<file path="config.mk">
export PLATFORM = sky130hd
export DESIGN_NAME = instr_ctrl
export DESIGN_NICKNAME = d
export VERILOG_FILES = /design/src/rtl/instr_ctrl.sv
export SDC_FILE = /design/constraint.sdc
export NUM_CORES = 1
export LEC_CHECK = 0
export BUFFER_PORTS_ARGS = -buffer_cell sky130_fd_sc_hd__buf_2
export CAP_MARGIN = 10
export CORE_MARGIN = 8
export CORE_UTILIZATION = 45
export DETAILED_ROUTE_END_ITERATION = 12
export PLACE_DENSITY = 0.87
export SYNTH_ARGS = -nofsm -noshare
export SYNTH_HDL_FRONTEND = slang
export SYNTH_SLANG_ARGS = --single-unit
</file>
<file path="constraint.sdc">
create_clock -name clk -period 1.55 [get_ports clk]
set_clock_uncertainty 0.1 [all_clocks]
set_input_delay 0 -clock clk [delete_from_list [all_inputs] [get_ports clk]]
set_output_delay 0 -clock clk [all_outputs]
set_load 0.1 [all_outputs]
</file>
<file path="src/rtl/instr_ctrl.sv">
// Instruction register plus Moore FSM sequencing the datapath strobes for
// MOV-immediate, MOV/MVN register, ADD/AND and CMP instructions.
module instr_ctrl #(
  parameter logic IMM_SEXT = 1'b1
) (
  input  logic        clk,
  input  logic        reset,
  input  logic        s,
  input  logic        load,
  input  logic [15:0] in,
  output logic        w,
  output logic        err,
  output logic [2:0]  readnum,
  output logic [2:0]  writenum,
  output logic [1:0]  shift,
  output logic [1:0]  ALUop,
  output logic        loada,
  output logic        loadb,
  output logic        loadc,
  output logic        loads,
  output logic        asel,
  output logic        bsel,
  output logic        write,
  output logic [1:0]  vsel,
  output logic [15:0] sximm8
);

  typedef enum logic [2:0] {
    S_WAIT   = 3'd0,
    S_DECODE = 3'd1,
    S_WR_IMM = 3'd2,
    S_GET_A  = 3'd3,
    S_GET_B  = 3'd4,
    S_ALU    = 3'd5,
    S_WR_REG = 3'd6
  } state_t;

  state_t      state, state_next;
  logic [15:0] ir;

  logic [2:0] opcode;
  logic [1:0] op;
  logic [2:0] rn, rd, rm;
  logic       is_cmp;

  assign opcode = ir[15:13];
  assign op     = ir[12:11];
  assign rn     = ir[10:8];
  assign rd     = ir[7:5];
  assign rm     = ir[2:0];
  assign shift  = ir[4:3];
  assign ALUop  = ir[12:11];
  assign is_cmp = (opcode == 3'b101) && (op == 2'b01);

  generate
    if (IMM_SEXT) begin : g_sext
      assign sximm8 = {{8{ir[7]}}, ir[7:0]};
    end else begin : g_zext
      assign sximm8 = {8'h00, ir[7:0]};
    end
  endgenerate

  // IR loads in any state; a busy instruction picks up the new fields at once.
  always_ff @(posedge clk or negedge reset) begin
    if (!reset) begin
      state <= S_WAIT;
      ir    <= '0;
    end else begin
      state <= state_next;
      if (load) ir <= in;
    end
  end

  always_comb begin
    state_next = state;
    w        = 1'b0;
    err      = 1'b0;
    readnum  = 3'b000;
    writenum = 3'b000;
    loada    = 1'b0;
    loadb    = 1'b0;
    loadc    = 1'b0;
    loads    = 1'b0;
    asel     = 1'b0;
    bsel     = 1'b0;
    write    = 1'b0;
    vsel     = 2'b00;

    unique case (state)
      S_WAIT: begin
        w = 1'b1;
        if (s) state_next = S_DECODE;
      end
      S_DECODE: begin
        unique case ({opcode, op})
          5'b110_10: state_next = S_WR_IMM;
          5'b110_00: state_next = S_GET_B;
          5'b101_11: state_next = S_GET_B;
          5'b101_00,
          5'b101_01,
          5'b101_10: state_next = S_GET_A;
          default: begin
            state_next = S_WAIT;
            err        = 1'b1;
          end
        endcase
      end
      S_WR_IMM: begin
        writenum   = rn;
        vsel       = 2'b10;
        write      = 1'b1;
        state_next = S_WAIT;
      end
      S_GET_A: begin
        readnum    = rn;
        loada      = 1'b1;
        state_next = S_GET_B;
      end
      S_GET_B: begin
        readnum    = rm;
        loadb      = 1'b1;
        state_next = S_ALU;
      end
      S_ALU: begin
        // MOV register has no A operand, so A is forced to zero.
        asel       = (opcode == 3'b110);
        loadc      = !is_cmp;
        loads      = is_cmp;
        state_next = is_cmp ? S_WAIT : S_WR_REG;
      end
      S_WR_REG: begin
        writenum   = rd;
        vsel       = 2'b00;
        write      = 1'b1;
        state_next = S_WAIT;
      end
      default: state_next = S_WAIT;
    endcase
  end

endmodule

</file>
==> results of run 1 <==
## sequential cells by signal, summed over array words and instances (netlist names)
signal  cells
ir         16
state       3
## final timing paths
path                         from        to  slack [ps]
max reg2reg                ir[14]  state[0]           0
max                        ir[14]       err        -150
max in group asynchronous   reset  state[2]         920
min reg2reg                 ir[4]     ir[4]         440
min in group asynchronous   reset    ir[13]         100
min                          load    ir[15]          40
## layout by cell type, fill, tap and decap left out, types with 3 or more instances in the layout
cell type                       Yosys  layout
sky130_fd_sc_hd__buf_2              4      39
sky130_fd_sc_hd__dlygate4sd3_1      0      18
sky130_fd_sc_hd__buf_4             22      17
sky130_fd_sc_hd__mux2_2            15      15
sky130_fd_sc_hd__buf_12             0      15
sky130_fd_sc_hd__dfrtp_1           19      14
sky130_fd_sc_hd__nor2_4             0       6
sky130_fd_sc_hd__dfrtp_2            0       5
sky130_fd_sc_hd__nor3_4             0       4
sky130_fd_sc_hd__o21ai_0            5       4
sky130_fd_sc_hd__nand2_1            6       3
sky130_fd_sc_hd__clkbuf_4           0       3
## cell families (layout without fill, tap and decap cells)
family | after synthesis | in the layout | synth area share (%)
DFF | 19 | 19 | 42.0
other | 1 | 3 | 0.331
AOI/OAI and AO/OA | 15 | 15 | 9.61
and+or+nand+nor | 27 | 27 | 12.5
muxes | 18 | 18 | 17.6
buffers and inverters | 31 | 100 | 18.0
## power by group
part / total (W) / internal, W / switching (W)
Sequential: 0.000656 / 0.000554 / 0.000101
Combinational: 0.00153 / 0.000510 / 0.00102
Clock: 0.000252 / 0.000100 / 0.000152
Total: 0.00244 / 0.00116 / 0.00128
## metrics by stage
| step | hold WS [ps] | instances | setup slack, ps |
|---|---|---|---|
| after CTS | 29.0 | 206 | -170 |
| after floorplan | -396 | 112 | -411 |
| after global placement | -147 | 173 | 118 |
| after detailed placement | -139 | 173 | 45.4 |
| final | 38.9 | 212 | -154 |
| after global routing | 38.2 | 211 | -192 |
## worst register-to-register path: stages, from the launching register on
cell and delay (ps):
sky130_fd_sc_hd__dfrtp_1 430, sky130_fd_sc_hd__nand2b_4 190, sky130_fd_sc_hd__buf_4 150, sky130_fd_sc_hd__or4_4 470
sky130_fd_sc_hd__a21oi_2 150
## layer usage
| layer | GRT usage (%) | up-vias | wire length, um |
|---|---|---|---|
| met3 | 3.73 | 4 | 351 |
| met4 | 5.60 | 0 | 58 |
| li1 | - | 501 | - |
| met2 | 32.0 | 57 | 2250 |
| met1 | 19.4 | 560 | 1450 |
| met5 | 0 | - | 0 |
## timing repair
action	4_1_cts	5_1_grt
endpoints found under the setup margin	14	13
cloned	0	0
endpoints found under the hold margin	36	0
resized for setup	13	12
pin swaps	2	6
hold buffers	18	0
setup buffers	11	5
## area by class of cell
cell class                 instances  area [um^2]  area share [%]
timing repair buffer              92          841            40.4
multi-input combinational         62          676            32.5
sequential                        19          482            23.1
tap                               30         37.5            1.80
clock buffer                       4         26.3            1.26
inverter                           4         17.5           0.841
antenna                            1         2.50           0.120
==> summary by stage, run 1 <==
Cells and area
The final net count is 202. The post-layout utilization of the core is 85.6%. The layout has 115 filler cells. The post-route netlist has between 70% and 80% of its cells at a drive strength greater than 1. From synthesis to final layout, the design area changed by 83.9%. After routing the design area is 2080 um^2.

GRT
Global routing finished with a remaining overflow of 0. The global-route wire length before repair is 5900 um. The maximum number of pins on one net before global-route repair is 20. Global routing used 17.5% of the available tracks across all layers. The number of antenna violations at the first check in global routing is 0. The via count of the first global-routing pass is about 1100.

Power and ir drop
For this design the ratio of total power to cell area is 1170 nW/um^2. IR analysis of the VDD net gives a maximum drop of 915 uV. For this design the static power due to leakage is 0.938 nW. The overall power after layout is roughly 0.0024 W.

Detailed routing
After detailed routing, the number of remaining DRC violations is 0. After detailed routing, the total wire length is ~4100 um. The first-iteration detailed-routing DRC count is 52. The length of the first detailed-routing pass in iterations is 4. The total via count in the routed design is about 1100. In this run the remaining antenna-violating nets after routing total 0. Dividing the detail-routed wire length by the instance count gives 19.4 um. Using the TritonRoute via totals, the vias-per-cell ratio works out to about 5.3.

Timing
The number of max-slew violations in the final report was 0. Static timing analysis puts the maximum clock frequency at 587 MHz. The share of the clock period used by the worst path is 110%. The final-report setup violation count is 6. For the final routed database, the setup TNS stands at -412 ps. The post-route worst setup slack is -154 ps.

Setup repair after global routing could not meet its margin everywhere. The final hold violation count is 0. The worst path in the final design needs a cycle of between 1500 and 2000 ps, including I/O delays and setup.

Setup path
The worst endpoint required time is 1450 ps. The largest fanout of any net on the critical path is 4. The critical path runs through a total of 4 cells. The cell family contributing the most delay on the critical path is flip-flops.

The category of the critical setup timing path is reg2out. The count of cells along the worst register-to-register path is 4. The data arrival time of the critical path is 1600 ps. The largest single stage delay on the critical path is approximately 430 ps. STA classifies the critical path endpoint as an output pin. Counting both buffers and inverters, the worst setup path holds a total of 1. The largest individual stage delay along the critical path comes from the cell sky130_fd_sc_hd__dfrtp_1.

Traced cell by cell, the critical path runs through or2b_4 > o21ai_2 > a2111oi_4 > buf_12. The worst setup path is launched from a flip-flop.

Synthesis
The dominant register cell in the synthesized netlist is sky130_fd_sc_hd__dfrtp_1. The distinct cell type count of the synthesized netlist is 29. The cell type with the largest total area after synthesis is sky130_fd_sc_hd__dfrtp_1.

The most common cell in the synthesized netlist is sky130_fd_sc_hd__buf_4. In this run the cell area of the synthesized design comes to 1130 um^2. The post-synthesis cell count is ~110.

The number of storage elements in the synthesis netlist is 19. Each instance of the synthesized netlist takes up on average between 10 and 15 um^2. By area the synthesized netlist is led by sky130_fd_sc_hd__dfrtp_1 (42%), sky130_fd_sc_hd__mux2_2 (15%), sky130_fd_sc_hd__buf_4 (15%). By count the netlist is led by sky130_fd_sc_hd__buf_4 (22), sky130_fd_sc_hd__dfrtp_1 (19), sky130_fd_sc_hd__mux2_2 (15). The portion of synthesized cell area occupied by the leading cell type is 42.0%. The count of flip-flops with a built-in enable after synthesis is 0. The fraction of registers with async set or reset after synthesis is 100%. Yosys printed 0 warnings. Sequential elements use 42.0% of the synthesized area.

Placed design
The post-place instance area is 1660 um^2. The count of input and output buffers is 54. The total half-perimeter wirelength after legalization and detailed placement is 2510 um. Routability-driven placement finished with a final weighted congestion of 0.797.

Worst hold path
The class of the tightest hold or removal check is in2reg. Along the worst hold path, the cell count comes to 3.

Die
The die boundary height is 66.2 um. The number of core rows is 18. In this run the count of I/O pins placed on the die edge is between 50 and 60. The standard cell core area is 2430 um^2. The initial core utilization is about 47%.

The die covers 4380 um^2. From left edge to right edge, the die measures 66.2 um.

Clock tree
After clock tree synthesis, the clock-pin slew on the worst setup and hold paths is 110 ps. The number of sinks handled by clock tree synthesis is 19. TritonCTS built the clock tree. The worst-skew pair later-pin latency is around 300 ps. In this run, CTS created clock tree buffers numbering 3. The tree is rooted in a sky130_fd_sc_hd__clkbuf_4. The number of levels the H-tree was split into is 1. No sink is reached through more buffers than the 2 on the longest clock path.

Flow run
Across the run, the number of max-cap violations was 0.

Status
The checks that failed: negative setup slack. The flow ran to the end, but the final reports show violations.
Note: power is estimated with default switching activity, not from simulation.
==> run 2, diff against run 1 <==
--- a/config.mk
+++ b/config.mk
@@ -11,6 +11,7 @@
 export CORE_UTILIZATION = 45
 export DETAILED_ROUTE_END_ITERATION = 12
 export PLACE_DENSITY = 0.87
+export SKIP_CTS_REPAIR_TIMING = 1
 export SYNTH_ARGS = -nofsm -noshare
 export SYNTH_HDL_FRONTEND = slang
 export SYNTH_SLANG_ARGS = --single-unit
==> run 2 against run 1 <==
The run still ends with negative setup slack left; clock power hardly changed; cell count is 3.8% lower; sequential power about the same; register-to-register slack got worse by 30 ps; final area decreased by 3.1%; maximum frequency fell by 2.4%; routed wire length down 3.4%; critical path depth unchanged; largest power group unchanged.
==> summary by stage, run 2 (same netlist as run 1, synthesis figures left out) <==
Cells and area
The top cell types in the final layout, fill and taps aside, are sky130_fd_sc_hd__buf_2 (39), sky130_fd_sc_hd__dlygate4sd3_1 (18), sky130_fd_sc_hd__mux2_2 (15), sky130_fd_sc_hd__buf_12 (15), sky130_fd_sc_hd__dfrtp_1 (14). For this run, the share of the core covered by cells in the final layout is 82.9%. The final net count is 195. The number of diodes added for antenna fixing is 0. The largest registers in the layout are ir (16), state (3). After routing the design area is 2020 um^2. The most common library cell in the layout ignoring fill and taps is sky130_fd_sc_hd__buf_2. The register with the most flip-flops in the final layout is ir. The ratio of cells with drive above 1 in the final layout is a little over two thirds. The number of flip-flops under the largest register name is 16. From synthesis to final layout, the design area changed by 78.1%.

Die
The die is 66.2 um tall. The floorplan die area is 4380 um^2. The die is ~66 um wide. The count of pins on the block boundary is 57. The core region is 2430 um^2. Once the floorplan was initialized, standard cells occupied 46.6% of the core. In this run the core area contains 18 standard-cell rows.

Setup path
The worst endpoint required time is 1450 ps. The worst setup path is captured at an output pin. The largest fanout of any net on the critical path is 5. The data arrival time of the critical path is roughly 1600 ps. STA classifies the critical path startpoint as a flip-flop. The category of the critical setup timing path is reg2out.

GRT
Global routing used 13.9% of the available tracks. The first global-routing pass estimated around 4800 um of wire. The maximum number of pins on one net before global-route repair is 20. The via count of the first global-routing pass is 987. The number of antenna violations at the first check in global routing is 0. For this run the aggregate overflow at the end of global routing stands at 0.

Power and ir drop
The overall power after layout is 0.00238 W. The leakage dissipation is 0.900 nW. The total power density per cell area is roughly 1200 nW/um^2. The worst IR drop on VDD is just under 1000 uV.

Clock tree
CTS built an H-tree with a depth of 1. The clock passes through at most 2 buffers. The cell at the root of the clock tree is sky130_fd_sc_hd__clkbuf_4. TritonCTS built the clock tree. The clock-pin slew of the registers on the worst-case setup and hold paths is ~110 ps. Clock latency on the worst-skew pair, taken at its later pin, is 290 ps. TritonCTS created 3 clock buffers. The clock drives 19 sinks.

Status
The flow ran to the end, but the final reports show violations. The final reports fail on negative setup slack.

Detailed routing
The wire length per cell after detailed routing is around 20 um. The length of the first detailed-routing pass in iterations is 4. The post-detailed-route count of antenna-violating nets is 0. The final route contains roughly 1100 vias.

The first routing iteration left 38 violations. The remaining routing DRC violations is 0. The total detailed-routing wirelength is 3960 um. Dividing the detail-routed via count by the number of cells gives 5.38.

Placed design
The worst setup slack after placement is 45.4 ps. Detailed placement ended at an HPWL of 2510 um. The count of input and output buffers is 54.

Routability-driven placement finished with a final weighted congestion of 0.797. The post-place instance area is 1660 um^2.

Timing
The final hold violation count came to 0. After routing, the total negative slack on setup checks comes to -464 ps. Setup repair after global routing could not meet its margin everywhere. The number of max-slew violations in the final report is 0. The post-route worst setup slack is -195 ps. The minimum clock period is 1740 ps.

The final critical path takes up 113% of the cycle. Timing would allow up to 573 MHz. Setup violations remaining at the end of the flow were counted as 10.

Worst hold path
The min-delay analysis places its worst path in the category in2reg.

Flow run
Max-cap violations in this run came to 0.
[run 2: changes by cell type in the layout (fill, tap and decap cells not counted), sizes merged]
cell,delta
diode,-1
buf,-7
[run 2: metrics by stage]
stage	hold slack [ps]	instances
floorplan	-396	112
global placement	-147	173
detailed placement	-139	173
CTS	-461	177
global route	37.4	204
finish	45.4	204
[run 2: power breakdown]
group / leakage, nW / switching [W] / total, W / internal [W]
Combinational: 0.664 / 0.00100 / 0.00148 / 0.000471
Clock: 0.0150 / 0.000150 / 0.000250 / 0.0000999
Sequential: 0.221 / 0.000105 / 0.000659 / 0.000554
Total: 0.900 / 0.00126 / 0.00238 / 0.00112
[run 2: path summary, 6_finish.rpt]
path | startpoint | endpoint | slack, ps | cells after the start
max in group asynchronous | reset | state[1] | 970 | 2
hold reg to reg | ir[4] | ir[4] | 450 | 1
setup reg to reg | ir[14] | state[0] | -30 | 4
min in group asynchronous | reset | ir[14] | 60 | 2
hold / removal | load | ir[15] | 50 | 3
setup / recovery | ir[14] | err | -190 | 4
[run 2: cell type report]
class                           count  area (um^2)
Sequential cell                    19          482
Clock buffer                        4         26.3
Tap cell                           30         37.5
Multi-Input combinational cell     62          673
Fill cell                         126          415
Timing Repair Buffer               85          781
Inverter                            4         17.5
[run 2: worst max-delay path: stages (launching register included)]
cell                        delay (ps)
sky130_fd_sc_hd__dfrtp_1           450
sky130_fd_sc_hd__or2b_4            260
sky130_fd_sc_hd__o21ai_2            70
sky130_fd_sc_hd__a2111oi_4         350
sky130_fd_sc_hd__buf_12            220
[run 2: per-layer routing]
metal	track usage (%)	part of all wire (%)	vias up
li1	-	-	494
met2	25.0	53	54
met3	2.37	7.7	10
met4	6.93	3.4	0
met1	15.3	36	540
met5	0	0	-
